==> src/rtl/present_if.sv <==
// present_if -- request/response bundle for present_core.
// The master side launches an operation (start/mode/data_in/key) and
// observes ready/done/data_out; the slave side is the cipher core.
interface present_if #(
    parameter int KEY_W = 80
);
    logic             start;
    logic             mode;
    logic [63:0]      data_in;
    logic [KEY_W-1:0] key;
    logic             ready;
    logic             done;
    logic [63:0]      data_out;

    modport master (
        output start, mode, data_in, key,
        input  ready, done, data_out
    );

    modport slave (
        input  start, mode, data_in, key,
        output ready, done, data_out
    );
endinterface

==> src/rtl/present_core.sv <==
// present_core -- iterative PRESENT block cipher (64-bit block, 80- or
// 128-bit key), one round per clock.
// Encrypt: E0 captures operands, E1..E31 run rounds, E32 applies K32
// whitening and pulses done.
// Optional feature macro: PRESENT_DECRYPT_EN compiles in decryption
// (EXPAND walks the key forward to K32, then whitening + 31 inverse rounds,
// done after E63). Without it, mode is ignored and only encrypt exists.
module present_core #(
    parameter int KEY_W = 80
) (
    input  logic     clk,
    input  logic     reset,
    present_if.slave bus
);

    if (KEY_W != 80 && KEY_W != 128) begin : g_bad_key_w
        $error("present_core: KEY_W must be 80 or 128");
    end

    // Low bit of the 5-bit round-counter field inside the key register.
    localparam int CTR_LO = (KEY_W == 128) ? 62 : 15;

    typedef enum logic [1:0] {
        ST_IDLE   = 2'd0,
        ST_ROUND  = 2'd1,
`ifdef PRESENT_DECRYPT_EN
        ST_EXPAND = 2'd3,
`endif
        ST_FINAL  = 2'd2
    } state_e;

    state_e           state_r, state_s;
    logic [63:0]      data_r, data_s;
    logic [KEY_W-1:0] key_r, key_s;
    logic [4:0]       cnt_r, cnt_s;
    logic [63:0]      dout_r, dout_s;
    logic             done_r, done_s;
    logic             ready_r, ready_s;
`ifdef PRESENT_DECRYPT_EN
    logic             mode_r, mode_s;
    logic             first_r, first_s;   // next decrypt ROUND edge is the K32 whitening
`else
    logic             unused_mode_s;
    assign unused_mode_s = bus.mode;
`endif

    function automatic logic [3:0] sbox(input logic [3:0] x);
        logic [3:0] y;
        case (x)
            4'h0: y = 4'hC;  4'h1: y = 4'h5;  4'h2: y = 4'h6;  4'h3: y = 4'hB;
            4'h4: y = 4'h9;  4'h5: y = 4'h0;  4'h6: y = 4'hA;  4'h7: y = 4'hD;
            4'h8: y = 4'h3;  4'h9: y = 4'hE;  4'hA: y = 4'hF;  4'hB: y = 4'h8;
            4'hC: y = 4'h4;  4'hD: y = 4'h7;  4'hE: y = 4'h1;  4'hF: y = 4'h2;
            default: y = 4'h0;
        endcase
        return y;
    endfunction

    function automatic logic [63:0] s_layer(input logic [63:0] x);
        logic [63:0] y;
        y = 64'h0;
        for (int i = 0; i < 16; i++) y[4*i +: 4] = sbox(x[4*i +: 4]);
        return y;
    endfunction

    // Bit i moves to 16*(i mod 4) + i/4.
    function automatic logic [63:0] p_layer(input logic [63:0] x);
        logic [63:0] y;
        y = 64'h0;
        for (int i = 0; i < 64; i++) y[16*(i%4) + i/4] = x[i];
        return y;
    endfunction

    // Derive K(i+1) from K(i) using round counter c = i.
    function automatic logic [KEY_W-1:0] key_fwd(input logic [KEY_W-1:0] k, input logic [4:0] c);
        logic [KEY_W-1:0] r;
        r = {k[KEY_W-62:0], k[KEY_W-1:KEY_W-61]};
        r[KEY_W-1 -: 4] = sbox(r[KEY_W-1 -: 4]);
        r[KEY_W-5 -: 4] = (KEY_W == 128) ? sbox(r[KEY_W-5 -: 4]) : r[KEY_W-5 -: 4];
        r[CTR_LO +: 5]  = r[CTR_LO +: 5] ^ c;
        return r;
    endfunction

`ifdef PRESENT_DECRYPT_EN
    function automatic logic [3:0] inv_sbox(input logic [3:0] x);
        logic [3:0] y;
        case (x)
            4'h0: y = 4'h5;  4'h1: y = 4'hE;  4'h2: y = 4'hF;  4'h3: y = 4'h8;
            4'h4: y = 4'hC;  4'h5: y = 4'h1;  4'h6: y = 4'h2;  4'h7: y = 4'hD;
            4'h8: y = 4'hB;  4'h9: y = 4'h4;  4'hA: y = 4'h6;  4'hB: y = 4'h3;
            4'hC: y = 4'h0;  4'hD: y = 4'h7;  4'hE: y = 4'h9;  4'hF: y = 4'hA;
            default: y = 4'h0;
        endcase
        return y;
    endfunction

    function automatic logic [63:0] inv_s_layer(input logic [63:0] x);
        logic [63:0] y;
        y = 64'h0;
        for (int i = 0; i < 16; i++) y[4*i +: 4] = inv_sbox(x[4*i +: 4]);
        return y;
    endfunction

    function automatic logic [63:0] inv_p_layer(input logic [63:0] x);
        logic [63:0] y;
        y = 64'h0;
        for (int i = 0; i < 64; i++) y[i] = x[16*(i%4) + i/4];
        return y;
    endfunction

    // Recover K(i) from K(i+1) using round counter c = i.
    function automatic logic [KEY_W-1:0] key_inv(input logic [KEY_W-1:0] k, input logic [4:0] c);
        logic [KEY_W-1:0] r;
        r = k;
        r[CTR_LO +: 5]  = r[CTR_LO +: 5] ^ c;
        r[KEY_W-1 -: 4] = inv_sbox(r[KEY_W-1 -: 4]);
        r[KEY_W-5 -: 4] = (KEY_W == 128) ? inv_sbox(r[KEY_W-5 -: 4]) : r[KEY_W-5 -: 4];
        return {r[60:0], r[KEY_W-1:61]};
    endfunction
`endif

    // Next-state and datapath computation for every register.
    always_comb begin
        state_s = state_r;
        data_s  = data_r;
        key_s   = key_r;
        cnt_s   = cnt_r;
        dout_s  = dout_r;
        done_s  = 1'b0;
`ifdef PRESENT_DECRYPT_EN
        mode_s  = mode_r;
        first_s = first_r;
`endif
        case (state_r)
            ST_IDLE: begin
                if (bus.start) begin
                    data_s = bus.data_in;
                    key_s  = bus.key;
                    cnt_s  = 5'd1;
`ifdef PRESENT_DECRYPT_EN
                    mode_s  = bus.mode;
                    first_s = 1'b1;
                    state_s = bus.mode ? ST_EXPAND : ST_ROUND;
`else
                    state_s = ST_ROUND;
`endif
                end else begin
                    state_s = ST_IDLE;
                end
            end
`ifdef PRESENT_DECRYPT_EN
            ST_EXPAND: begin
                key_s = key_fwd(key_r, cnt_r);
                if (cnt_r == 5'd31) begin
                    state_s = ST_ROUND;   // key now holds K32, counter parks at 31
                end else begin
                    cnt_s = cnt_r + 5'd1;
                end
            end
`endif
            ST_ROUND: begin
`ifdef PRESENT_DECRYPT_EN
                if (mode_r) begin
                    if (first_r) begin
                        data_s  = data_r ^ key_r[KEY_W-1 -: 64];
                        key_s   = key_inv(key_r, cnt_r);
                        first_s = 1'b0;
                    end else begin
                        data_s = inv_s_layer(inv_p_layer(data_r)) ^ key_r[KEY_W-1 -: 64];
                        if (cnt_r == 5'd1) begin
                            dout_s  = data_s;
                            done_s  = 1'b1;
                            state_s = ST_IDLE;
                        end else begin
                            key_s = key_inv(key_r, cnt_r - 5'd1);
                            cnt_s = cnt_r - 5'd1;
                        end
                    end
                end else
`endif
                begin
                    data_s = p_layer(s_layer(data_r ^ key_r[KEY_W-1 -: 64]));
                    key_s  = key_fwd(key_r, cnt_r);
                    if (cnt_r == 5'd31) begin
                        state_s = ST_FINAL;   // counter saturates, never wraps
                    end else begin
                        cnt_s = cnt_r + 5'd1;
                    end
                end
            end
            ST_FINAL: begin
                dout_s  = data_r ^ key_r[KEY_W-1 -: 64];
                done_s  = 1'b1;
                state_s = ST_IDLE;
            end
            default: begin
                state_s = ST_IDLE;
            end
        endcase
        ready_s = (state_s == ST_IDLE);
    end

    // State and datapath registers with asynchronous active-low clear.
    always_ff @(posedge clk or negedge reset) begin
        if (!reset) begin
            state_r <= ST_IDLE;
            data_r  <= 64'h0;
            key_r   <= {KEY_W{1'b0}};
            cnt_r   <= 5'd0;
            dout_r  <= 64'h0;
            done_r  <= 1'b0;
            ready_r <= 1'b1;
`ifdef PRESENT_DECRYPT_EN
            mode_r  <= 1'b0;
            first_r <= 1'b0;
`endif
        end else begin
            state_r <= state_s;
            data_r  <= data_s;
            key_r   <= key_s;
            cnt_r   <= cnt_s;
            dout_r  <= dout_s;
            done_r  <= done_s;
            ready_r <= ready_s;
`ifdef PRESENT_DECRYPT_EN
            mode_r  <= mode_s;
            first_r <= first_s;
`endif
        end
    end

    assign bus.ready    = ready_r;
    assign bus.done     = done_r;
    assign bus.data_out = dout_r;

endmodule
==> src/flat_wrapper.sv <==
// flat-port wrapper written by rule: the top's interface ports become plain ports
module present_core_flat 
#(
    parameter int KEY_W = 80
)
  (clk, reset, bus_start, bus_mode, bus_data_in, bus_key, bus_ready, bus_done, bus_data_out);
  present_if #(.KEY_W(KEY_W)) bus_i ();
  input  logic clk;
  input  logic reset;
  input wire logic [$bits(bus_i.start)-1:0] bus_start;
  input wire logic [$bits(bus_i.mode)-1:0] bus_mode;
  input wire logic [$bits(bus_i.data_in)-1:0] bus_data_in;
  input wire logic [$bits(bus_i.key)-1:0] bus_key;
  output wire logic [$bits(bus_i.ready)-1:0] bus_ready;
  output wire logic [$bits(bus_i.done)-1:0] bus_done;
  output wire logic [$bits(bus_i.data_out)-1:0] bus_data_out;
  assign bus_i.start = bus_start;
  assign bus_i.mode = bus_mode;
  assign bus_i.data_in = bus_data_in;
  assign bus_i.key = bus_key;
  assign bus_ready = bus_i.ready;
  assign bus_done = bus_i.done;
  assign bus_data_out = bus_i.data_out;
  present_core #(.KEY_W(KEY_W)) u_core (.clk(clk), .reset(reset), .bus(bus_i));
endmodule
==> config.mk <==
export PLATFORM = sky130hd
export DESIGN_NAME = present_core_flat
export DESIGN_NICKNAME = d
export VERILOG_FILES = /design/src/rtl/present_if.sv /design/src/rtl/present_core.sv /design/src/flat_wrapper.sv
export SDC_FILE = /design/constraint.sdc
export NUM_CORES = 1
export LEC_CHECK = 0
export CORE_MARGIN = 2
export CORE_UTILIZATION = 54
export DETAILED_ROUTE_END_ITERATION = 16
export PLACE_DENSITY = 0.82
export SYNTH_ARGS = -nofsm -noshare
export SYNTH_HDL_FRONTEND = slang
export SYNTH_SLANG_ARGS = --single-unit
==> constraint.sdc <==
create_clock -name clk -period 2.96 [get_ports clk]
set_clock_uncertainty 0.15 [all_clocks]
set_input_delay 0.592 -clock clk [delete_from_list [all_inputs] [get_ports clk]]
set_output_delay 0.592 -clock clk [all_outputs]
set_load 0.05 [all_outputs]
### Yosys cells after proc, flatten, opt, wreduce, memory -nomap -nowiden

Memory sizes are Yosys's and may differ from the RTL's.
Cells that the tools add are included.

* register bits after elaboration: 217
* ROM bits: 1088
* output and inout port bits: 66
* logic and storage cells: 48
* memories kept: 17

* add/sub/neg operators: 1
* equal/unequal tests: 5
* multiplexer cells: 11
* bitwise operators: 2
* reduce and logical (&&, ||, !) cells: 5

Memory list
* (name not given): depth 16, width 4, rd ports 1, clocked after Yosys merged registers in 0, write ports 0, RTL line present_core.sv:49 `case (x)`
* (name not given): depth 16, width 4, rd ports 1, clocked after Yosys merged registers in 0, write ports 0, RTL line present_core.sv:49
* (name not given): depth 16, width 4, rd ports 1, clocked after Yosys merged registers in 0, write ports 0, RTL line present_core.sv:49
* (name not given): depth 16, width 4, rd ports 1, clocked after Yosys merged registers in 0, write ports 0, RTL line present_core.sv:49
* (name not given): depth 16, width 4, rd ports 1, clocked after Yosys merged registers in 0, write ports 0, RTL line present_core.sv:49
* (name not given): depth 16, width 4, rd ports 1, clocked after Yosys merged registers in 0, write ports 0, RTL line present_core.sv:49
* 11 more memories

Operators with widths (number)
* $pmux W80 S2: 1
* $pmux W64 S2: 1
* $mux W80: 1
* $mux W64: 1
* $xor A64 B64 Y64: 1
* $mux W5: 2
* $pmux W5 S2: 1
* $add A5 B1 Y5 const B: 1
* $eq A5 B5 Y1 const B: 1
* $xor A5 B5 Y5: 1
* $logic_not A2 Y1: 2
* $ne A2 B2 Y1 const B: 2
* $pmux W2 S2: 1
* $reduce_and A3 Y1: 1
* $eq A2 B1 Y1 const B: 1
* $eq A2 B2 Y1 const B: 1
* $mux W1: 2
* $mux W2: 1
* $reduce_and A2 Y1: 1
* $reduce_bool A2 Y1: 1

### Logic depth before layout (Yosys ltp)

* depth after elaboration: 4
* depth in mapped cells: 8
* mapped depth without buffers: 7

### Least setup slack after synthesis

OpenSTA, ideal clock, no wires.

* path kind: register -> register
* from: register u_core.key_r[16]
* to: register u_core.data_r[32]
* library setup time: 0.127 ns
* arrival: 2.038 ns
* slack: 0.645 ns
* cell stages (with the launch flop): 7
* path buffers: 0
* period minus slack after synthesis: 2.315 ns
* cells stage by stage: dfrtp_1 xnor2_1 inv_1 ha_1 mux4_1 a222oi_1 inv_1

* longest elaborated chain between the ends: 3

RTL lines
* from (decl): RTL line present_core.sv:34 `logic [KEY_W-1:0] key_r, key_s;`
* from (signal assigned): RTL line present_core.sv:208 `key_r <= {KEY_W{1'b0}};`
* from (signal assigned): RTL line present_core.sv:220 `key_r <= key_s;`
* $xor A64 B64 Y64: RTL line present_core.sv:182 `data_s = p_layer(s_layer(data_r ^ key_r[KEY_W-1 -: 64]));`
* $mem_v2 Z16 W4
* $pmux W64 S2: RTL line present_core.sv:134 `case (state_r)`
* to (signal assigned): RTL line present_core.sv:219 `data_r <= data_s;`
* to (decl): RTL line present_core.sv:33 `logic [63:0] data_r, data_s;`

Every way passes these cells.
A chain may end at the register's enable or synchronous reset.

### Worst setup path after layout

* from: register u_core.key_r[73]
* to: register u_core.data_r[46]

The elaborated chain is that of the path after synthesis.

==> metrics.txt <==
Slew HR 51.4%; detailed placement HPWL 28,000 µm; Worst Tran Pin Value a little over 0.7 ns; FMAX 358 MHz; Top Ports roughly 210; register area share after synthesis 43.1%; kind of critical path flop to flop; Synth top area share between 40% and 50%; Mean Syn Cell Area 10.2 µm²; Syn-to-layout area delta 26.8%; Post-Synthesis Net Count 1,474; Core ar. roughly 23,000 µm²; Synth area leaders dfrtp_1 43%, ha_1 8.6%, mux2i_1 7.8%, o21ai_0 5.8%, nand2_1 5.6%; most common cell after layout, fill and taps aside dfrtp_1; most frequent cells in the layout 216 x dfrtp_1, 211 x clkdlybuf4s50_1, 187 x nand2_1, 146 x o21ai_0, 98 x mux2i_1; largest net degree at the start of global routing 90; postcts setup bufs 0; CTS resizes 0; number of remaining DRC errors 0; async set-reset flop share out of synthesis between 90% and 100%; worst hold stages 2; data required time of the critical path 3.21 ns; total track usage 30.9%; min-delay worst type flop to flop; clock buffer depth 3; WL final around 38,000 µm; Initial Utilization 55.3%; status completed; final hold vios 0; YS warnings 0; TNS Setup 0 ns; Tmin final around 2.8 ns; die height 157 µm; clk sinks 217; Final nets 1,676; layout cells sized above 1 7.27%; clock root buffer clkbuf_16; Cell Rows 55; largest area contributor in the netlist dfrtp_1; worst skew pair latency 0.52 ns; hold path startpoint u_core.bus.data_out[24]; clk slew on worst S/H paths 0.06 ns; Post-Synthesis Cells 1,239; Via Count 10.4k; Initial DRC Count 964; Slew Viols, Final 0; cell area after synthesis 12,600 µm²; Final setup viols 0; CP Capture Type flop; CP Launch Type flop; vias in the first global route between 10k and 15k; die width 157 µm; DRT Pass-1 Iters 5; RR Endpoint u_core.data_r[46]; Hold Path End u_core.bus.data_out[24]; total CTS buffers 24; RD Place Congestion 0.917; grt total ovfl 0; Avg WL per Cell 21.3 µm; Crit Path Max Fanout 6; Critical Path AT 3.04 ns; first-pass GRT wire length roughly 57,000 µm; R2R Setup Slk 0.17 ns; DR vias/cell a little under 6; post-synth cell types between 40 and 50; number of enable flip-flop cells after synthesis 0; die area 24,600 µm²; initial antenna violation count 3; Top FF cell, synth dfrtp_1; RSZ-0062 raised after global routing false; reg2reg start u_core.key_r[73]; max-cap violations 0; # H-tree levels 1; # port buffers 212; Worst Reg-to-Reg Cells 6; FF+latch count, synth 217; ANT nets after route 0; CTS tree yes; Period Utilization, post-route 94.3%
==> sequential cells by signal, indices dropped and copies added (netlist names) <==
register	flops
u_core.key_r	80
u_core.bus.ready	1
u_core.cnt_r	5
u_core.data_r	64
u_core.state_r	2
u_core.bus.data_out	64
u_core.bus.done	1
==> through the flow <==
step                      hold slack [ns]  worst slack, ns  utilization, %  std cells  cell area, µm²
after floorplan                     0.146            0.645               -       1239           12600
after global placement              0.312            0.372            66.7       1727           15200
after detailed placement            0.320            0.274            66.7       1727           15200
after CTS                           0.333            0.249            70.1       1771           16000
after global routing                0.343           0.0990            70.1       1771           16000
final                               0.328            0.169            70.2       1773           16000
==> worst max path at each step <==
stage,to,depth (start not counted),startpoint
2_1_floorplan,u_core.data_r[32],6,u_core.key_r[16]
3_3_place_gp,u_core.data_r[34],6,u_core.key_r[25]
3_5_place_dp,u_core.data_r[37],6,u_core.key_r[36]
4_1_cts,u_core.data_r[34],6,u_core.key_r[25]
5_1_grt,u_core.data_r[34],6,u_core.key_r[25]
6_report,u_core.data_r[46],6,u_core.key_r[73]
==> kinds of logic (layout without fill, tap and decap cells) <==
family                   after synthesis  count (layout)  share of synthesized area, %
other                                  0               2                             0
AO/OA/AOI/OAI                        293             293                          13.7
buffers and inverters                151             370                          4.98
multiplexers                         130             130                          13.6
XOR/XNOR                             100             100                          7.19
AND/OR/NAND/NOR                      261             261                          8.72
adder cells (fa/ha/maj)               87              87                          8.64
flip-flops                           217             217                          43.1
==> metal layers <==
metal  GRT usage, %  share of wire [%]  up-vias
met2           49.4                 46      525
li1               -                  -     4702
met3           5.76                9.1      101
met5              0              0.026        -
met1           40.9                 39     5079
met4           14.4                5.1        2
==> synthesized netlist by cell type, types with 14 or more instances <==
master,number
nor2b_1,17
inv_1,80
o31ai_1,14
buf_2,18
nand2_1,187
xnor2_1,75
a21oi_1,39
o21ai_0,146
mux4_2,23
and2_1,16
a31oi_1,43
xor2_1,21
ha_1,87
mux2i_1,98
clkbuf_1,36
dfrtp_1,216
nor2_1,26
a211oi_1,20
a222oi_1,14
==> area by class of cell <==
type,instances,area [µm²]
multi-input cells,871,6580
diodes,2,5.00
repair buffers,247,2490
fillers,1652,6800
well taps,313,392
clock buffers,39,738
inverters,80,300
flip-flops and latches,217,5430
clock inverters,4,47.5
==> worst max-delay path, stage by stage, from the launching register on <==
cell and delay [ns]:
dfrtp_1 0.41, xnor2_1 0.57, inv_1 0.19, ha_1 0.35, mux4_1 0.56, a222oi_1 0.35
inv_1 0.08
==> timing repair <==
action / CTS / global route
hold buffers: 1 / 0
endpoints found under the hold margin: 65 / 0
endpoints found under the setup margin: 0 / 0
Power is left out: the tool's default activity adds up to more than one toggle a clock period on the data nets, which glitch-free logic cannot reach.
